**src/rtl/mem_ctrl_if.sv**
```systemverilog
// CPU-side and RAM-side bus bundle for mem_ctrl.
// The slave modport is the controller; the master modport is the surrounding CPU/RAM environment.
interface mem_ctrl_if;
    logic        req;
    logic        we;
    logic [31:0] addr;
    logic [31:0] wdata;
    logic        busy;
    logic        ack;
    logic [31:0] rdata;
    logic        fault;
    logic [1:0]  fcode;
    logic [31:0] r_addr;
    logic [31:0] w_addr;
    logic [31:0] w_line;
    logic        read;
    logic        write;
    logic [31:0] r_line;
    logic        rrdy;
    logic        wrdy;
    logic        exc;

    modport slave (
        input  req, we, addr, wdata, r_line, rrdy, wrdy, exc,
        output busy, ack, rdata, fault, fcode, r_addr, w_addr, w_line, read, write
    );

    modport master (
        output req, we, addr, wdata, r_line, rrdy, wrdy, exc,
        input  busy, ack, rdata, fault, fcode, r_addr, w_addr, w_line, read, write
    );
endinterface

```
**src/rtl/mem_ctrl.sv**
```systemverilog
// Single-access memory controller: CPU request -> one RAM read/write with alignment,
// range and timeout checking, reported by a one-cycle ack with a fault code.
module mem_ctrl #(
    parameter int MEM_WORDS = 1024,
    parameter int TIMEOUT   = 16
) (
    input logic      clk,
    input logic      rst_n,
    mem_ctrl_if.slave bus
);
    localparam int             CW        = $clog2(TIMEOUT + 1);
    localparam logic [CW-1:0]  LAST_WAIT = CW'(TIMEOUT - 1);
    localparam logic [31:0]    WORDS_W   = 32'(MEM_WORDS);

    localparam logic [1:0] FC_NONE    = 2'd0;
    localparam logic [1:0] FC_ALIGN   = 2'd1;
    localparam logic [1:0] FC_RANGE   = 2'd2;
    localparam logic [1:0] FC_TIMEOUT = 2'd3;

    typedef enum logic [1:0] {IDLE, RD, WR, DONE} state_t;

    state_t        state_q, state_d;
    logic [31:0]   widx_q, widx_d;
    logic [31:0]   wdata_q, wdata_d;
    logic [31:0]   rdata_q, rdata_d;
    logic [1:0]    fcode_q, fcode_d;
    logic [CW-1:0] cnt_q, cnt_d;

    logic arming;
    logic resp;

    function automatic logic [31:0] word_index(input logic [31:0] a);
        return {2'b00, a[31:2]};
    endfunction

    // First cycle in RD/WR carries stale ram handshakes, so responses are only honoured after it.
    assign arming = (cnt_q == '0);
    assign resp   = (state_q == RD) ? bus.rrdy : bus.wrdy;

    always_comb begin
        state_d = state_q;
        widx_d  = widx_q;
        wdata_d = wdata_q;
        rdata_d = rdata_q;
        fcode_d = fcode_q;
        cnt_d   = cnt_q;
        case (state_q)
            IDLE: begin
                if (bus.req) begin
                    widx_d  = word_index(bus.addr);
                    wdata_d = bus.wdata;
                    cnt_d   = '0;
                    if (bus.addr[1:0] != 2'b00) begin
                        state_d = DONE;
                        fcode_d = FC_ALIGN;
                    end else if (word_index(bus.addr) >= WORDS_W) begin
                        state_d = DONE;
                        fcode_d = FC_RANGE;
                    end else begin
                        state_d = bus.we ? WR : RD;
                        fcode_d = FC_NONE;
                    end
                end
            end
            RD, WR: begin
                cnt_d = cnt_q + 1'b1;
                if (!arming && resp) begin
                    state_d = DONE;
                    fcode_d = FC_NONE;
                    if (state_q == RD) begin
                        rdata_d = bus.r_line;
                    end
                end else if (!arming && bus.exc) begin
                    state_d = DONE;
                    fcode_d = FC_RANGE;
                end else if (cnt_q == LAST_WAIT) begin
                    state_d = DONE;
                    fcode_d = FC_TIMEOUT;
                end
            end
            DONE: begin
                state_d = IDLE;
                fcode_d = FC_NONE;
            end
            default: state_d = IDLE;
        endcase
    end

    always_ff @(posedge clk or negedge rst_n) begin
        if (!rst_n) begin
            state_q <= IDLE;
            widx_q  <= '0;
            wdata_q <= '0;
            rdata_q <= '0;
            fcode_q <= FC_NONE;
            cnt_q   <= '0;
        end else begin
            state_q <= state_d;
            widx_q  <= widx_d;
            wdata_q <= wdata_d;
            rdata_q <= rdata_d;
            fcode_q <= fcode_d;
            cnt_q   <= cnt_d;
        end
    end

    // All outputs decode registered state, so strobes drop as soon as reset asserts.
    assign bus.busy   = (state_q != IDLE);
    assign bus.ack    = (state_q == DONE);
    assign bus.fault  = (state_q == DONE) && (fcode_q != FC_NONE);
    assign bus.fcode  = (state_q == DONE) ? fcode_q : FC_NONE;
    assign bus.read   = (state_q == RD);
    assign bus.write  = (state_q == WR);
    assign bus.r_addr = widx_q;
    assign bus.w_addr = widx_q;
    assign bus.w_line = wdata_q;
    assign bus.rdata  = rdata_q;
endmodule

```
**src/flat_wrapper.sv**
```systemverilog
// flat-port wrapper written by rule: the top's interface ports become plain ports
module mem_ctrl_flat 
#(
    parameter int MEM_WORDS = 1024,
    parameter int TIMEOUT   = 16
)
  (clk, rst_n, bus_req, bus_we, bus_addr, bus_wdata, bus_r_line, bus_rrdy, bus_wrdy, bus_exc, bus_busy, bus_ack, bus_rdata, bus_fault, bus_fcode, bus_r_addr, bus_w_addr, bus_w_line, bus_read, bus_write);
  mem_ctrl_if bus_i ();
  input logic clk;
  input logic rst_n;
  input wire logic [$bits(bus_i.req)-1:0] bus_req;
  input wire logic [$bits(bus_i.we)-1:0] bus_we;
  input wire logic [$bits(bus_i.addr)-1:0] bus_addr;
  input wire logic [$bits(bus_i.wdata)-1:0] bus_wdata;
  input wire logic [$bits(bus_i.r_line)-1:0] bus_r_line;
  input wire logic [$bits(bus_i.rrdy)-1:0] bus_rrdy;
  input wire logic [$bits(bus_i.wrdy)-1:0] bus_wrdy;
  input wire logic [$bits(bus_i.exc)-1:0] bus_exc;
  output wire logic [$bits(bus_i.busy)-1:0] bus_busy;
  output wire logic [$bits(bus_i.ack)-1:0] bus_ack;
  output wire logic [$bits(bus_i.rdata)-1:0] bus_rdata;
  output wire logic [$bits(bus_i.fault)-1:0] bus_fault;
  output wire logic [$bits(bus_i.fcode)-1:0] bus_fcode;
  output wire logic [$bits(bus_i.r_addr)-1:0] bus_r_addr;
  output wire logic [$bits(bus_i.w_addr)-1:0] bus_w_addr;
  output wire logic [$bits(bus_i.w_line)-1:0] bus_w_line;
  output wire logic [$bits(bus_i.read)-1:0] bus_read;
  output wire logic [$bits(bus_i.write)-1:0] bus_write;
  assign bus_i.req = bus_req;
  assign bus_i.we = bus_we;
  assign bus_i.addr = bus_addr;
  assign bus_i.wdata = bus_wdata;
  assign bus_i.r_line = bus_r_line;
  assign bus_i.rrdy = bus_rrdy;
  assign bus_i.wrdy = bus_wrdy;
  assign bus_i.exc = bus_exc;
  assign bus_busy = bus_i.busy;
  assign bus_ack = bus_i.ack;
  assign bus_rdata = bus_i.rdata;
  assign bus_fault = bus_i.fault;
  assign bus_fcode = bus_i.fcode;
  assign bus_r_addr = bus_i.r_addr;
  assign bus_w_addr = bus_i.w_addr;
  assign bus_w_line = bus_i.w_line;
  assign bus_read = bus_i.read;
  assign bus_write = bus_i.write;
  mem_ctrl #(.MEM_WORDS(MEM_WORDS), .TIMEOUT(TIMEOUT)) u_core (.clk(clk), .rst_n(rst_n), .bus(bus_i));
endmodule
```
**config.mk**
```make
export PLATFORM = sky130hd
export DESIGN_NAME = mem_ctrl_flat
export DESIGN_NICKNAME = d
export VERILOG_FILES = /design/src/rtl/mem_ctrl_if.sv /design/src/rtl/mem_ctrl.sv /design/src/flat_wrapper.sv
export SDC_FILE = /design/constraint.sdc
export NUM_CORES = 1
export LEC_CHECK = 0
export CORE_UTILIZATION = 36
export DETAILED_ROUTE_END_ITERATION = 8
export PLACE_DENSITY = 0.77
export REMOVE_ABC_BUFFERS = 1
export SLEW_MARGIN = 5
export SYNTH_ARGS = -nofsm -noshare
export SYNTH_HDL_FRONTEND = slang
export SYNTH_SLANG_ARGS = --single-unit
```
**constraint.sdc**
```tcl
create_clock -name clk -period 1.8 [get_ports clk]
set_input_delay 0.36 -clock clk [delete_from_list [all_inputs] [get_ports clk]]
set_output_delay 0.36 -clock clk [all_outputs]
set_load 0.05 [all_outputs]
```
==> results.md, run 1 <==
- Status: finished, violations left
- Failing checks: negative setup slack
- Post-detail-place hpwl: 8740 um
- N_diodes: 0
- CTS tree: built
- Clock Skew: 7.55 ps
- Top-count cell post-synth: dfrtp_1
- Global-route wire length before repair: 17100 um
- Largest net degree at the start of global routing: 50
- Synth Warn #: 0
- Final ANT Viol Nets: 0
- Die area: 13200 um2
- Gpl congestion: 0.757
- Number of synthesized register bits: 103
- DRC viols: 0
- CTS Buf Count: 9
- Via-to-Cell Ratio: 4.62
- CTS HTree Levels: 3
- Setup ws final: -138 ps
- Count of final setup violators: 39
- DRT Pass-1 Iters: 4
- Root buffer cell: clkbuf_16
- Crit path capture type: primary output
- Routed length per instance: 16.1 um
- Via count: 3396
- Sequential cell area fraction in the yosys report: 56.1%
- Yosys top cell area share: 56.1%
- Final hold violation count: 0
- Routed Wire Length: 11900 um
- Clock sink count: 103
- Final Max Tran Viols: 0
- Total GRT Usage: 17.0%
- Reg clk slew, reported paths: 70 ps
- Primary FF master, synth: dfrtp_1
- Port-buffer cells: 233
- CP Class: reg2out
- Final nets: 674
- CTS Buffer Depth: 2
- EDFF count, synth: 0
- RSZ-0062 raised after global routing: yes
- Initial antenna violation count: 0
- F_max: 0.516 GHz
- Top cells by area, synth: dfrtp_1 56%, mux2_2 16%, mux2_4 9.8%
- TNS Setup: -3820 ps
- Mapped Area: 4600 um2
- Clk_lat worst skew: 340 ps
- DRT iter0 DRCs: 105
- Syn Area/Cell: 14.6 um2
- GR Overflow Total: 0
- Commonest cells post-synth: 103 x dfrtp_1, 65 x mux2_2, 34 x buf_4, 30 x mux2_4, 9 x nand2_1
- Startpoint Class: register
- Distinct cells, synth: 35
- Final period utilization: 108%
- Vias in the first global route: 3373
- Yosys top cell by area: dfrtp_1
- Req. time, crit path: 1440 ps
- DIE HEIGHT: 115 um
- Worst-path fanout max: 4
- Die Wd: 115 um
- Layout cells sized above 1: 55.0%
- Max_cap viols: 0
- Cells after Synth: 315
- Worst Hold Class: in2async
- Std cell rows: 40
- Core Area: 12200 um2
- Ys async rst share: 100%
- Io pins: 238
- Initial Util: 37.6%
- WP data arrival: 1580 ps
- Fin crit period: 1940 ps
- Layout area overhead: 63.3%
-- per-stage QoR --
step                worst slack [ps]  hold WS, ps  cell area [um2]  std cells  utilization, %
finish                          -138          443             7510        735            61.5
global route                    -182          437             7510        735            61.5
CTS                             -133          425             7270        728            59.5
detailed placement              -368          245             6850        707            56.1
global placement                -344          241             6850        707            56.1
floorplan                       -827         64.4             4250        273               -
-- what timing repair did --
action / 4_1_cts / 5_1_grt
setup endpoints to repair: 36 / 103
hold endpoints to repair: 14 / 0
gates cloned: 0 / 4
pin swaps: 8 / 10
hold buffers: 1 / 0
gates resized for setup: 24 / 27
buffers inserted: 5 / 3
-- final cells by class --
| type | instances | area [um2] |
|---|---|---|
| clock buffers | 10 | 229 |
| clock inverters | 5 | 41.3 |
| fillers | 966 | 4700 |
| inverters | 8 | 32.5 |
| multi-input cells | 162 | 1810 |
| flip-flops and latches | 103 | 2580 |
| well taps | 168 | 210 |
| repair buffers | 279 | 2600 |
-- placed cells by master (no fill, tap or decap), drive strengths merged, types with 2 or more instances in the layout --
cell type      synthesis  routed
a21oi                  2       2
a32oi                  2       2
and2                   2       2
and3                   2       2
buf                   44     174
clkbuf                 1      13
clkdlybuf4s50          0     101
clkinvlp               0       2
conb                   1       4
dfrtp                103     103
ha                     8       8
inv                    8      10
mux2                  95      95
nand2                  9       9
nand2b                 3       3
nand3                  3       3
nand4                  2       2
nor2                   3       3
nor4                   6       6
o21ai                  6       6
o2bb2ai                2       2
o311ai                 2       2
or2                    2       2
-- path summary, 6_finish.rpt --
check | startpoint | endpoint | slack [ps] | depth (start not counted)
min | rst_n | u_core.bus.w_line[31] | 440 | 2
min in group clk | u_core.bus.w_line[13] | u_core.bus.w_line[13] | 510 | 1
max reg2reg | u_core.state_q[0] | u_core.bus.rdata[14] | -120 | 7
min reg2reg | u_core.bus.w_line[13] | u_core.bus.w_line[13] | 510 | 1
max | u_core.state_q[0] | bus_fault | -140 | 5
max in group asynchronous | rst_n | u_core.bus.w_line[18] | 820 | 3
-- registers in the layout, summed over array words and instances (netlist names) --
name and count:
u_core.bus.rdata 32, u_core.bus.r_addr 30, u_core.cnt_q 5, u_core.fcode_q 2, u_core.bus.w_line 32, u_core.state_q 2
-- kinds of logic after synthesis --
group                      after synthesis  synth area share [%]
muxes                                   95                  25.7
other                                    1                0.0816
adders and majority gates                8                  2.18
DFF                                    103                  56.1
AOI/OAI and AO/OA                       19                  2.97
and+or+nand+nor                         36                  4.63
buffers and inverters                   53                  8.36
-- layer usage --
metal | vias up | wire length [um] | global-route usage [%]
met2 | 155 | 6330 | 30.8
met4 | 0 | 224 | 6.75
met1 | 1659 | 4460 | 19.6
li1 | 1565 | - | -
met3 | 17 | 851 | 3.48
met5 | - | 0 | 0
-- worst max-delay path, cell delays in order, from the launching register on --
cell and delay [ps]:
dfrtp_1 410, buf_6 140, ha_4 150, and2_4 130, or2_4 250, buf_8 150
Power of run 1 is not shown: default switching activity piles up to over one toggle a cycle in this logic, so the estimate is an artifact.
==> inputs of run 2 (changes only) <==
CAP_MARGIN = 10   (was not set)
CORE_UTILIZATION = 37   (was 36)
CTS_BUF_LIST = sky130_fd_sc_hd__clkbuf_8   (was not set)
GPL_ROUTABILITY_DRIVEN = 0   (was not set)
PLACE_DENSITY = 0.79   (was 0.77)
==> results.md, run 2 (synthesis gave the netlist of run 1 again) <==
- Status: finished, violations left
- Failing checks: negative setup slack
- R2R setup slack: -80 ps
- Via-to-Cell Ratio: 4.62
- Count of final setup violators: 38
- Commonest non-fill, non-tap cell in the layout: buf_4
- Launch point of the critical path: u_core.state_q[1]
- WP data arrival: 1580 ps
- Clk_lat worst skew: 360 ps
- Final hold violation count: 0
- Setup ws final: -142 ps
- CTS HTree Levels: 3
- Worst-margin pin slew: 559 ps
- N_diodes: 0
- Clock Skew: 14.9 ps
- Final Max Tran Viols: 0
- Worst Hold Class: in2async
- Die Wd: 113 um
- F_max: 0.515 GHz
- GR Overflow Total: 0
- Layout cells sized above 1: 54.4%
- Final ANT Viol Nets: 0
- CTS Buf Count: 9
- Via count: 3357
- Dpl ws: -275 ps
- Vias in the first global route: 3388
- RSZ-0062 raised after global routing: yes
- Post-detail-place hpwl: 8340 um
- CTS Buffer Depth: 2
- Worst-path fanout max: 3
- Most frequent cells in the layout: 143 x buf_4, 102 x dfrtp_1, 101 x clkdlybuf4s50_1
- Reg2Reg Depth: 6
- CTS tree: built
- DRT iter0 DRCs: 123
- DRC viols: 0
- Port-buffer cells: 233
- Die area: 12900 um2
- Area of the multi-input gates: 1760 um2
- Global-route wire length before repair: 16900 um
- Std cell rows: 40
- Initial Util: 38.1%
- TNS Setup: -2080 ps
- Finished Layout Cells: 727
- Clock sink count: 103
- Hold WS: 8.31 ps
- Routed length per instance: 15.4 um
- Crit path to: bus_fault
- Crit path capture type: primary output
- Final nets: 665
- Largest net degree at the start of global routing: 104
- CP Class: reg2out
- Reg clk slew, reported paths: 100 ps
- Core Area: 12100 um2
- Critical R2R Capture: u_core.bus.rdata[8]
- Startpoint Class: register
- Layout area overhead: 58.5%
- Fin crit period: 1940 ps
- Routed Wire Length: 11200 um
- DRT Pass-1 Iters: 4
- Max_cap viols: 0
- Reg area: 2580 um2
- Root buffer cell: clkbuf_8
- Slew margin rel.: 62.7%
- Final period utilization: 108%
- Launch point of the worst reg-to-reg path: u_core.cnt_q[0]
- Placed Cells: 703
- Initial antenna violation count: 0
- DIE HEIGHT: 113 um
- Total GRT Usage: 17.0%
- Fill count: 948
- Io pins: 238
- Req. time, crit path: 1440 ps
run 2: cell types whose count changed in the layout (fill, tap and decap cells not counted), sizes merged:
cell | before | now
buf | 174 | 166
dlygate4sd3 | 1 | 0
clkbuf | 13 | 12
bufinv | 0 | 1
clkinv | 1 | 3
clkinvlp | 2 | 1
run 2: layout make-up:
cell class	instances	area share, %
Sequential cell	103	35.4
Timing Repair Buffer	270	34.4
Multi-Input combinational cell	162	24.2
Tap cell	168	2.88
Clock buffer	9	1.70
Clock inverter	7	0.996
Inverter	8	0.446
run 2: per-layer routing:
layer	routed length, um	vias to the layer above	GRT usage, %
met5	0	-	0
met4	177	0	6.14
met3	692	13	3.24
met2	6030	156	32.1
met1	4310	1645	18.8
li1	-	1543	-
run 2: worst max-delay path, cell delays in order, from the launching register on:
cell	delay [ps]
dfrtp_1	420
buf_6	130
ha_4	150
and2_4	130
or2_4	240
buf_8	150
run 2: metrics by stage:
| step | area (um2) | util [%] |
|---|---|---|
| 2_1_floorplan | 4250 | - |
| 3_3_place_gp | 6800 | 56.4 |
| 3_5_place_dp | 6800 | 56.4 |
| 4_1_cts | 7120 | 59.0 |
| 5_1_grt | 7290 | 60.4 |
| 6_report | 7290 | 60.4 |
run 2: worst min-delay path by stage:
stage | cells after the start | start | to | slack (ps)
floorplan | 0 | rst_n | u_core.bus.r_addr[0] | 60
global placement | 2 | rst_n | u_core.bus.rdata[31] | 460
detailed placement | 2 | rst_n | u_core.bus.rdata[31] | 460
CTS | 2 | rst_n | u_core.bus.rdata[31] | 60
global route | 2 | rst_n | u_core.bus.rdata[5] | 60
finish | 2 | rst_n | u_core.bus.rdata[31] | 8
run 2: repair_timing:
item / in CTS / in global routing
gates resized for setup: 26 / 19
endpoints found under the setup margin: 38 / 81
pin swaps: 2 / 9
hold buffers: 0 / 0
cloned: 0 / 3
setup buffers: 4 / 1
Power of run 2 is left out for the same reason.
